`src/rtl/reduce_gate_pipe_if.sv`:
```
// Bus bundle for reduce_gate_pipe: sample inputs, accumulator controls and
// the aligned result outputs. clk/rst stay outside as plain ports.
interface reduce_gate_pipe_if #(
  parameter int N_IN  = 8,
  parameter int CNT_W = 8
);
  logic             in_valid;
  logic [N_IN-1:0]  din;
  logic [1:0]       mode;
  logic             acc_en;
  logic             acc_clr;
  logic             out_valid;
  logic             dout;
  logic             partial;
  logic             acc_out;
  logic [CNT_W-1:0] res_cnt;

  // Producer of samples / consumer of results
  modport master (
    output in_valid, din, mode, acc_en, acc_clr,
    input  out_valid, dout, partial, acc_out, res_cnt
  );

  // The reduction pipeline itself
  modport slave (
    input  in_valid, din, mode, acc_en, acc_clr,
    output out_valid, dout, partial, acc_out, res_cnt
  );
endinterface

```
`src/rtl/reduce_gate_pipe.sv`:
```
// Pipelined N-input OR/AND/XOR/NOR reduction built as a registered binary
// tree (one tree level per stage), with a delay-matched low-half result,
// a sticky accumulator and a saturating result counter.
module reduce_gate_pipe #(
  parameter int N_IN  = 8,
  parameter int CNT_W = 8
) (
  input  logic              clk,
  input  logic              rst,
  reduce_gate_pipe_if.slave bus
);
  localparam int LAT  = $clog2(N_IN);
  localparam int HALF = N_IN / 2;

  localparam logic [1:0] M_OR  = 2'b00;
  localparam logic [1:0] M_AND = 2'b01;
  localparam logic [1:0] M_XOR = 2'b10;
  localparam logic [1:0] M_NOR = 2'b11;

  // Number of tree nodes left after 'level' pairing steps over 'width' leaves.
  function automatic int nodes_at(input int width, input int level);
    return (width + (1 << level) - 1) >> level;
  endfunction

  // Padding value for an unpaired node: neutral element of the operator.
  function automatic logic ident(input logic [1:0] m);
    return (m == M_AND);
  endfunction

  // Two-input tree operator; NOR is carried as OR and inverted at the end.
  function automatic logic op2(input logic [1:0] m, input logic a, input logic b);
    logic r;
    case (m)
      M_AND:   r = a & b;
      M_XOR:   r = a ^ b;
      default: r = a | b;
    endcase
    return r;
  endfunction

  // Counter increment that sticks at all-ones.
  function automatic logic [CNT_W-1:0] sat_inc(input logic [CNT_W-1:0] v);
    return (&v) ? v : v + CNT_W'(1);
  endfunction

  // Level 0 is the raw input; levels 1..LAT-1 are registered tree levels.
  // node/part/md/vld are named uniformly across levels so the next level can
  // reach the previous one by index.
  for (genvar l = 0; l < LAT; l++) begin : g_lvl
    localparam int NC = nodes_at(N_IN, l);
    localparam int PC = nodes_at(HALF, l);
    logic [NC-1:0] node;
    logic [PC-1:0] part;
    logic [1:0]    md;
    logic          vld;

    if (l == 0) begin : g_in
      assign node = bus.din;
      assign part = bus.din[PC-1:0];
      assign md   = bus.mode;
      assign vld  = bus.in_valid;
    end else begin : g_reg
      localparam int NP = nodes_at(N_IN, l - 1);
      localparam int PP = nodes_at(HALF, l - 1);
      logic [2*NC-1:0] node_pad;
      logic [2*PC-1:0] part_pad;
      logic [NC-1:0]   node_d;
      logic [PC-1:0]   part_d;

      // Pair up the previous level's nodes, padding the odd one out.
      always_comb begin
        node_d   = '0;
        part_d   = '0;
        node_pad = {(2*NC){ident(g_lvl[l-1].md)}};
        part_pad = {(2*PC){ident(g_lvl[l-1].md)}};
        node_pad[NP-1:0] = g_lvl[l-1].node;
        part_pad[PP-1:0] = g_lvl[l-1].part;
        for (int j = 0; j < NC; j++)
          node_d[j] = op2(g_lvl[l-1].md, node_pad[2*j], node_pad[2*j+1]);
        for (int j = 0; j < PC; j++)
          part_d[j] = op2(g_lvl[l-1].md, part_pad[2*j], part_pad[2*j+1]);
      end

      // Stage l valid bit: the only reset state in the tree.
      always_ff @(posedge clk or posedge rst) begin
        if (rst) vld <= 1'b0;
        else     vld <= g_lvl[l-1].vld;
      end

      // Stage l data and mode; stale contents are harmless while vld is low.
      always_ff @(posedge clk) begin
        node <= node_d;
        part <= part_d;
        md   <= g_lvl[l-1].md;
      end
    end
  end

  // ---- final stage: last pairing, NOR inversion, hold on bubbles ----
  localparam int NF = nodes_at(N_IN, LAT - 1);
  localparam int PF = nodes_at(HALF, LAT - 1);

  logic [1:0] fin_md;
  logic [1:0] fin_node_pad;
  logic [1:0] fin_part_pad;
  logic       fin_or;
  logic       dout_d;
  logic       partial_d;
  logic       out_valid_q;
  logic       dout_q;
  logic       partial_q;
  logic [1:0] out_md_q;

  // Last tree level; only dout sees the NOR inversion, partial never does.
  always_comb begin
    fin_md       = g_lvl[LAT-1].md;
    fin_node_pad = {2{ident(fin_md)}};
    fin_part_pad = {2{ident(fin_md)}};
    fin_node_pad[NF-1:0] = g_lvl[LAT-1].node;
    fin_part_pad[PF-1:0] = g_lvl[LAT-1].part;
    fin_or    = op2(fin_md, fin_node_pad[0], fin_node_pad[1]);
    dout_d    = (fin_md == M_NOR) ? ~fin_or : fin_or;
    partial_d = op2(fin_md, fin_part_pad[0], fin_part_pad[1]);
  end

  // Output register: results only load on valid so they hold across bubbles.
  always_ff @(posedge clk or posedge rst) begin
    if (rst) begin
      out_valid_q <= 1'b0;
      dout_q      <= 1'b0;
      partial_q   <= 1'b0;
    end else begin
      out_valid_q <= g_lvl[LAT-1].vld;
      if (g_lvl[LAT-1].vld) begin
        dout_q    <= dout_d;
        partial_q <= partial_d;
      end
    end
  end

  // Mode of the result currently on the outputs, needed by the accumulator.
  always_ff @(posedge clk) begin
    out_md_q <= fin_md;
  end

  // ---- accumulator and result counter ----
  logic             acc_q,   acc_d;
  logic             first_q, first_d;
  logic [CNT_W-1:0] cnt_q,   cnt_d;

  // Clear first, then fold in a result present in the same cycle.
  always_comb begin
    acc_d   = acc_q;
    first_d = first_q;
    cnt_d   = cnt_q;
    if (bus.acc_clr) begin
      acc_d   = 1'b0;
      first_d = 1'b1;
      cnt_d   = '0;
    end
    if (out_valid_q) begin
      cnt_d = sat_inc(cnt_d);
      if (bus.acc_en) begin
        if (first_d) acc_d = dout_q;
        else         acc_d = op2(out_md_q, acc_d, dout_q);
        first_d = 1'b0;
      end
    end
  end

  // Accumulator state registers.
  always_ff @(posedge clk or posedge rst) begin
    if (rst) begin
      acc_q   <= 1'b0;
      first_q <= 1'b1;
      cnt_q   <= '0;
    end else begin
      acc_q   <= acc_d;
      first_q <= first_d;
      cnt_q   <= cnt_d;
    end
  end

  assign bus.out_valid = out_valid_q;
  assign bus.dout      = dout_q;
  assign bus.partial   = partial_q;
  assign bus.acc_out   = acc_q;
  assign bus.res_cnt   = cnt_q;
endmodule
```
`src/flat_wrapper.sv`:
```
// flat-port wrapper written by rule: the top's interface ports become plain ports
module reduce_gate_pipe_flat 
#(
  parameter int N_IN  = 8,
  parameter int CNT_W = 8
)
  (clk, rst, bus_in_valid, bus_din, bus_mode, bus_acc_en, bus_acc_clr, bus_out_valid, bus_dout, bus_partial, bus_acc_out, bus_res_cnt);
  reduce_gate_pipe_if #(.N_IN(N_IN), .CNT_W(CNT_W)) bus_i ();
  input  logic clk;
  input  logic rst;
  input wire logic [$bits(bus_i.in_valid)-1:0] bus_in_valid;
  input wire logic [$bits(bus_i.din)-1:0] bus_din;
  input wire logic [$bits(bus_i.mode)-1:0] bus_mode;
  input wire logic [$bits(bus_i.acc_en)-1:0] bus_acc_en;
  input wire logic [$bits(bus_i.acc_clr)-1:0] bus_acc_clr;
  output wire logic [$bits(bus_i.out_valid)-1:0] bus_out_valid;
  output wire logic [$bits(bus_i.dout)-1:0] bus_dout;
  output wire logic [$bits(bus_i.partial)-1:0] bus_partial;
  output wire logic [$bits(bus_i.acc_out)-1:0] bus_acc_out;
  output wire logic [$bits(bus_i.res_cnt)-1:0] bus_res_cnt;
  assign bus_i.in_valid = bus_in_valid;
  assign bus_i.din = bus_din;
  assign bus_i.mode = bus_mode;
  assign bus_i.acc_en = bus_acc_en;
  assign bus_i.acc_clr = bus_acc_clr;
  assign bus_out_valid = bus_i.out_valid;
  assign bus_dout = bus_i.dout;
  assign bus_partial = bus_i.partial;
  assign bus_acc_out = bus_i.acc_out;
  assign bus_res_cnt = bus_i.res_cnt;
  reduce_gate_pipe #(.N_IN(N_IN), .CNT_W(CNT_W)) u_core (.clk(clk), .rst(rst), .bus(bus_i));
endmodule
```
`config.mk`:
```
export PLATFORM = sky130hd
export DESIGN_NAME = reduce_gate_pipe_flat
export DESIGN_NICKNAME = d
export VERILOG_FILES = /design/src/rtl/reduce_gate_pipe_if.sv /design/src/rtl/reduce_gate_pipe.sv /design/src/flat_wrapper.sv
export SDC_FILE = /design/constraint.sdc
export NUM_CORES = 1
export LEC_CHECK = 0
export ABC_AREA = 1
export CAP_MARGIN = 10
export CELL_PAD_IN_SITES_DETAIL_PLACEMENT = 1
export CELL_PAD_IN_SITES_GLOBAL_PLACEMENT = 1
export CORE_ASPECT_RATIO = 0.8
export CORE_MARGIN = 8
export CORE_UTILIZATION = 35
export CTS_BUF_LIST = sky130_fd_sc_hd__clkbuf_16
export DETAILED_ROUTE_END_ITERATION = 8
export HOLD_SLACK_MARGIN = 0.12
export MAX_ROUTING_LAYER = met4
export PLACE_DENSITY_LB_ADDON = 0.1
export SETUP_SLACK_MARGIN = 0.4
export SLEW_MARGIN = 30
export SYNTH_ARGS = -nofsm -noshare
export SYNTH_HDL_FRONTEND = slang
export SYNTH_SLANG_ARGS = --single-unit
```
`constraint.sdc`:
```
create_clock -name clk -period 3.12 [get_ports clk]
set_input_delay 0.468 -clock clk [delete_from_list [all_inputs] [get_ports clk]]
set_output_delay 0.468 -clock clk [all_outputs]
set_load 0.01 [all_outputs]
```
; Yosys cells after proc, flatten, opt, wreduce, memory -nomap -nowiden
; Index checks and enable logic that the tools add are counted.
[totals]
reg_bits = 30
inputBits = 15
output_inout_bits = 12
elab_cells = 78
[classes]
n_addsub = 1
eq_ne = 9
n_mux = 21
bitwise_logic = 31
n_reduce_logical = 1
[ops]
columns = op, n
row1 = $mux W8, 3
row2 = $pmux W1 S2, 10
row3 = $and A1 B1 Y1, 10
row4 = $eq A2 B2 Y1 const B, 5
row5 = $or A1 B1 Y1, 10
row6 = $xor A1 B1 Y1, 10
row7 = $add A8 B1 Y8 const B, 1
row8 = $eq A2 B1 Y1 const B, 4
row9 = $mux W1, 8
row10 = $reduce_and A8 Y1, 1
row11 = $not A1 Y1, 1

; Depth between registers and ports, before layout
[depth]
word_depth = 6
mapped_depth = 10
ltp_nobuf = 10

; Least setup slack after synthesis
; No wires, ideal clock.
[synth_timing]
path_kind = input port to flip-flop
start = in bus_acc_clr
end = reg u_core.cnt_q[6], in the netlist u_core.bus.res_cnt[6]
setup_time_ns = 0.123
arrival_ns = 1.357
required_ns = 2.997
path_slack_ns = 1.640
path_stages = 9
n_path_buf = 0
cell_sequence = inv_2 -> nand2_1 -> inv_1 -> ha_1 -> nand2_1 -> nor2_4 -> nand2_1 -> o21ai_0 -> nand2_1
[synth_between]
elab_chain_len = 4
elab_cells_between_ends = 5
cone_classes = add/sub (1) / mux (3) / reduce/logical (1)
[synth_rtl]
columns = item, line
row1 = start: declaration, flat_wrapper.sv:15  ; input wire logic [$bits(bus_i.acc_clr)-1:0] bus_acc_clr;
row2 = $mux W8 *, reduce_gate_pipe.sv:156  ; if (bus.acc_clr) begin
row3 = $add A8 B1 Y8 / $reduce_and A8 Y1 (equally long branches), reduce_gate_pipe.sv:43  ; return (&v) ? v : v + CNT_W'(1);
row4 = $mux W8, reduce_gate_pipe.sv:43
row5 = $mux W8 *, reduce_gate_pipe.sv:161  ; if (out_valid_q) begin
row6 = via u_core.cnt_d[6], reduce_gate_pipe.sv:149  ; logic [CNT_W-1:0] cnt_q, cnt_d;
row7 = end signal: assignment, reduce_gate_pipe.sv:180  ; cnt_q <= cnt_d;
row8 = end: declaration, reduce_gate_pipe.sv:149
; Mark *: on every way through the listed nets, which the timed path passes. The rest lies on a longest branch.
; A chain may end at the register's enable or synchronous reset.

; Worst setup path in the final report
; Ends and elaborated chain as after synthesis.

==> key figures <==
Outcome
  • Status: completed

Critical path
  • CP Launch Type: primary input
  • Critical Path Start: bus_acc_clr
  • Crit end category: flop
  • Crit path kind: primary input to flop
  • Crit-path max FO: 13
  • R2R depth: 8
  • FF-to-FF Start: u_core.bus.res_cnt[1]
  • Arr. time, crit path: 2.26 ns
  • Worst EP required: 3.26 ns

Finish
  • Layout cells sized above 1: 4.46%
  • FF+latch area: 617 um2
  • Multi-input logic area: 847 um2
  • Ant diodes: 0
  • Synthesis-to-layout area growth: 24.1%
  • Fill count: 563
  • Final core utilization: 44.5%
  • Nets: 268
  • Design area: 2020 um2

Pwr
  • Net Sw Frac: 25.5%
  • Psw: 215 uW
  • Internal: 628 uW
  • Combinational Power Share: 18.7%
  • Share of power burned in registers: 47.5%
  • Maximum VDD drop: 0.000214 V
  • Pwr Density: 417 nW/um2
  • Share of total power in the clock network: 33.8%
  • Leak: 0.00105 uW

CTS
  • Clk_lat worst skew: 0.26 ns
  • Post-CTS Setup Bufs: 0
  • CTS tree: yes
  • Clock sink total: 27
  • Resized cells post-CTS: 0
  • CTS root buf: clkbuf_16
  • Clk slew on worst S/H paths: 0.06 ns
  • Hold Buf Count CTS: 0
  • CTS H-Tree Depth: 1
  • Clock tree buffer depth: 2
  • Cts bufs inserted: 3

Synth
  • Post-Syn Nets: 240
  • Synthesis warning total: 0
  • Synth Area per Inst: 8.27 um2
  • Mapped cell area: 1630 um2
  • Post-Syn Instances: 197
  • Part of the Yosys area used for sequential elements: 37.9%
  • Distinct cell type count of the synthesized netlist: 24
  • Count of state elements after synthesis: 27

Placed design
  • Area post-placement: 1940 um2
  • Final RePlAce weighted congestion: 0.835
  • Final HPWL DP: 3060 um
  • Port Buffers: 26

Floorplanning
  • Core area: 4540 um2
  • Starting Density: 35.9%
  • Io pins: 27
  • Die Ht: 77.0 um
  • FP Rows: 22
  • Die width: 92.3 um
  • Die Footprint: 7110 um2

Drt
  • Antenna Nets Post-Route: 0
  • Final WL: 3700 um
  • Number of vias per cell: 4.73
  • Initial drt markers: 48
  • Drt pass-1 iters: 4
  • Drt drc: 0
  • Wire per inst: 13.0 um
  • Total number of vias: 1343

Timing
  • Final clock skew: 0.00381 ns
  • Final period util: 67.8%
  • Max-slew violations: 0
  • Slew HR: 58.6%
  • Max Clk Rate: 0.473 GHz
  • RSZ-0062 raised after global routing: false
  • Worst-margin pin slew: 0.620 ns
  • Total Neg Setup Slack: 0 ns
  • Final Setup Violations: 0
  • Fin. Hold Viols: 0
  • Min Tclk post-route: 2.12 ns

Global route
  • Largest net degree at the start of global routing: 16
  • Vias in the first global route: 1413
  • Initial antenna violation count: 0
  • GRT Total Usage: 11.3%
  • Grt total ovfl: 0
  • First-pass GRT wire length: 6440 um

Min path
  • Hold Startpoint: u_core.g_lvl[1].vld
  • Tightest Hold Check Type: flop to flop
  • WHS Path Cells: 0

Run
  • Max-cap violations: 0
## cells in the mapped netlist
library cell  instances  area share, %
nand2_1              45             10
inv_1                37            8.5
ha_1                 28             22
nand3_1              16            4.9
dfrtp_1              14             22
dfxtp_1              12             15
nor2_1               10            2.3
a21oi_1               8            2.5
a22oi_1               7            3.2
o21ai_0               4            1.2
nand3b_1              2           0.92
nand4_1               2           0.77
buf_4                 1           0.46
buf_6                 1           0.69
clkbuf_1              1           0.23
dfstp_2               1            1.6
inv_2                 1           0.23
mux2i_1               1           0.61
nand3_2               1           0.61
nand3_4               1            1.1
nor2_2                1           0.38
nor2_4                1           0.69
or2_0                 1           0.38
xnor2_1               1           0.54
## cells in the final DEF (no fill, tap or decap), types with 2 or more instances in the layout
cell type / count
ha_1: 28
nand3_1: 16
o21ai_0: 4
clkdlybuf4s50_1: 26
clkbuf_16: 3
inv_1: 37
nand3b_1: 2
nand4_1: 2
dfrtp_1: 14
dfxtp_1: 12
a21oi_1: 8
nor2_1: 10
a22oi_1: 7
nand2_1: 45
## area by class of cell
cell class | count | share of cell area, %
multi-input combinational | 129 | 41.9
inverter | 38 | 7.05
tap | 60 | 3.71
clock buffer | 3 | 3.71
timing repair buffer | 26 | 12.9
sequential | 27 | 30.5
clock inverter | 1 | 0.248
## flip-flops by register name, indices dropped and copies added, names as in the netlist
name and cells:
u_core.g_lvl.vld 2, u_core.fin_node_pad 2, u_core.out_md_q 2, u_core.bus.acc_out 1, u_core.bus.dout 1, u_core.fin_md 2, u_core.bus.partial 1, u_core.bus.out_valid 1
u_core.bus.res_cnt 8, u_core.g_lvl.node 4, u_core.g_lvl.md 2, u_core.first_q 1
## cells by family (layout without fill, tap and decap cells)
group,count (synthesis),after routing,synth area share (%)
flip-flops,27,27,37.9
AND/OR/NAND/NOR,80,80,22.4
buffers and inverters,41,68,10.1
AO/OA/AOI/OAI,19,19,6.91
XOR/XNOR,1,1,0.538
adder cells (fa/ha/maj),28,28,21.5
multiplexers,1,1,0.614
## worst max-delay path, cell delays in order
cell and delay [ns]:
clkdlybuf4s50_1 0.48, inv_2 0.24, nand2_1 0.16, inv_1 0.11
ha_1 0.19, nand2_1 0.10, nor2_4 0.16, nand2_1 0.09
o21ai_0 0.16, nand2_1 0.08
## through the flow
| step | power (uW) | std cells | hold slack, ns | worst slack, ns |
|---|---|---|---|---|
| global placement | 556 | 280 | 0.335 | 0.828 |
| floorplan | 496 | 197 | 0.331 | 1.64 |
| finish | 842 | 284 | 0.354 | 1.00 |
| detailed placement | 567 | 280 | 0.342 | 0.751 |
| CTS | 859 | 284 | 0.358 | 0.999 |
| global route | 899 | 284 | 0.360 | 0.804 |
## metal layers
metal / global-route usage (%) / vias up / share of wire [%]
li1: - / 677 / -
met1: 12.6 / 637 / 45
met2: 19.2 / 25 / 49
met3: 3.31 / 4 / 4.2
met4: 3.21 / 0 / 1.3
met5: - / - / 0
## power groups by stage
| stage | Combinational [uW] | Sequential, uW | Clock [uW] |
|---|---|---|---|
| 6_report | 157 | 400 | 285 |
| 2_1_floorplan | 90.9 | 405 | 0 |
| 3_3_place_gp | 150 | 406 | 0 |
| 3_5_place_dp | 159 | 408 | 0 |
| 5_1_grt | 182 | 405 | 312 |
| 4_1_cts | 161 | 401 | 297 |
## final timing paths
path | to | slack, ns
hold reg to reg | u_core.g_lvl[2].vld | 0.35
max in group asynchronous | u_core.bus.res_cnt[4] | 2.13
setup reg to reg | u_core.bus.res_cnt[6] | 1.54
min in group asynchronous | u_core.g_lvl[2].vld | 0.59
setup / recovery | u_core.bus.res_cnt[6] | 1.00
hold / removal | u_core.g_lvl[2].vld | 0.35
No activity file was read; power rests on OpenSTA's default activity.
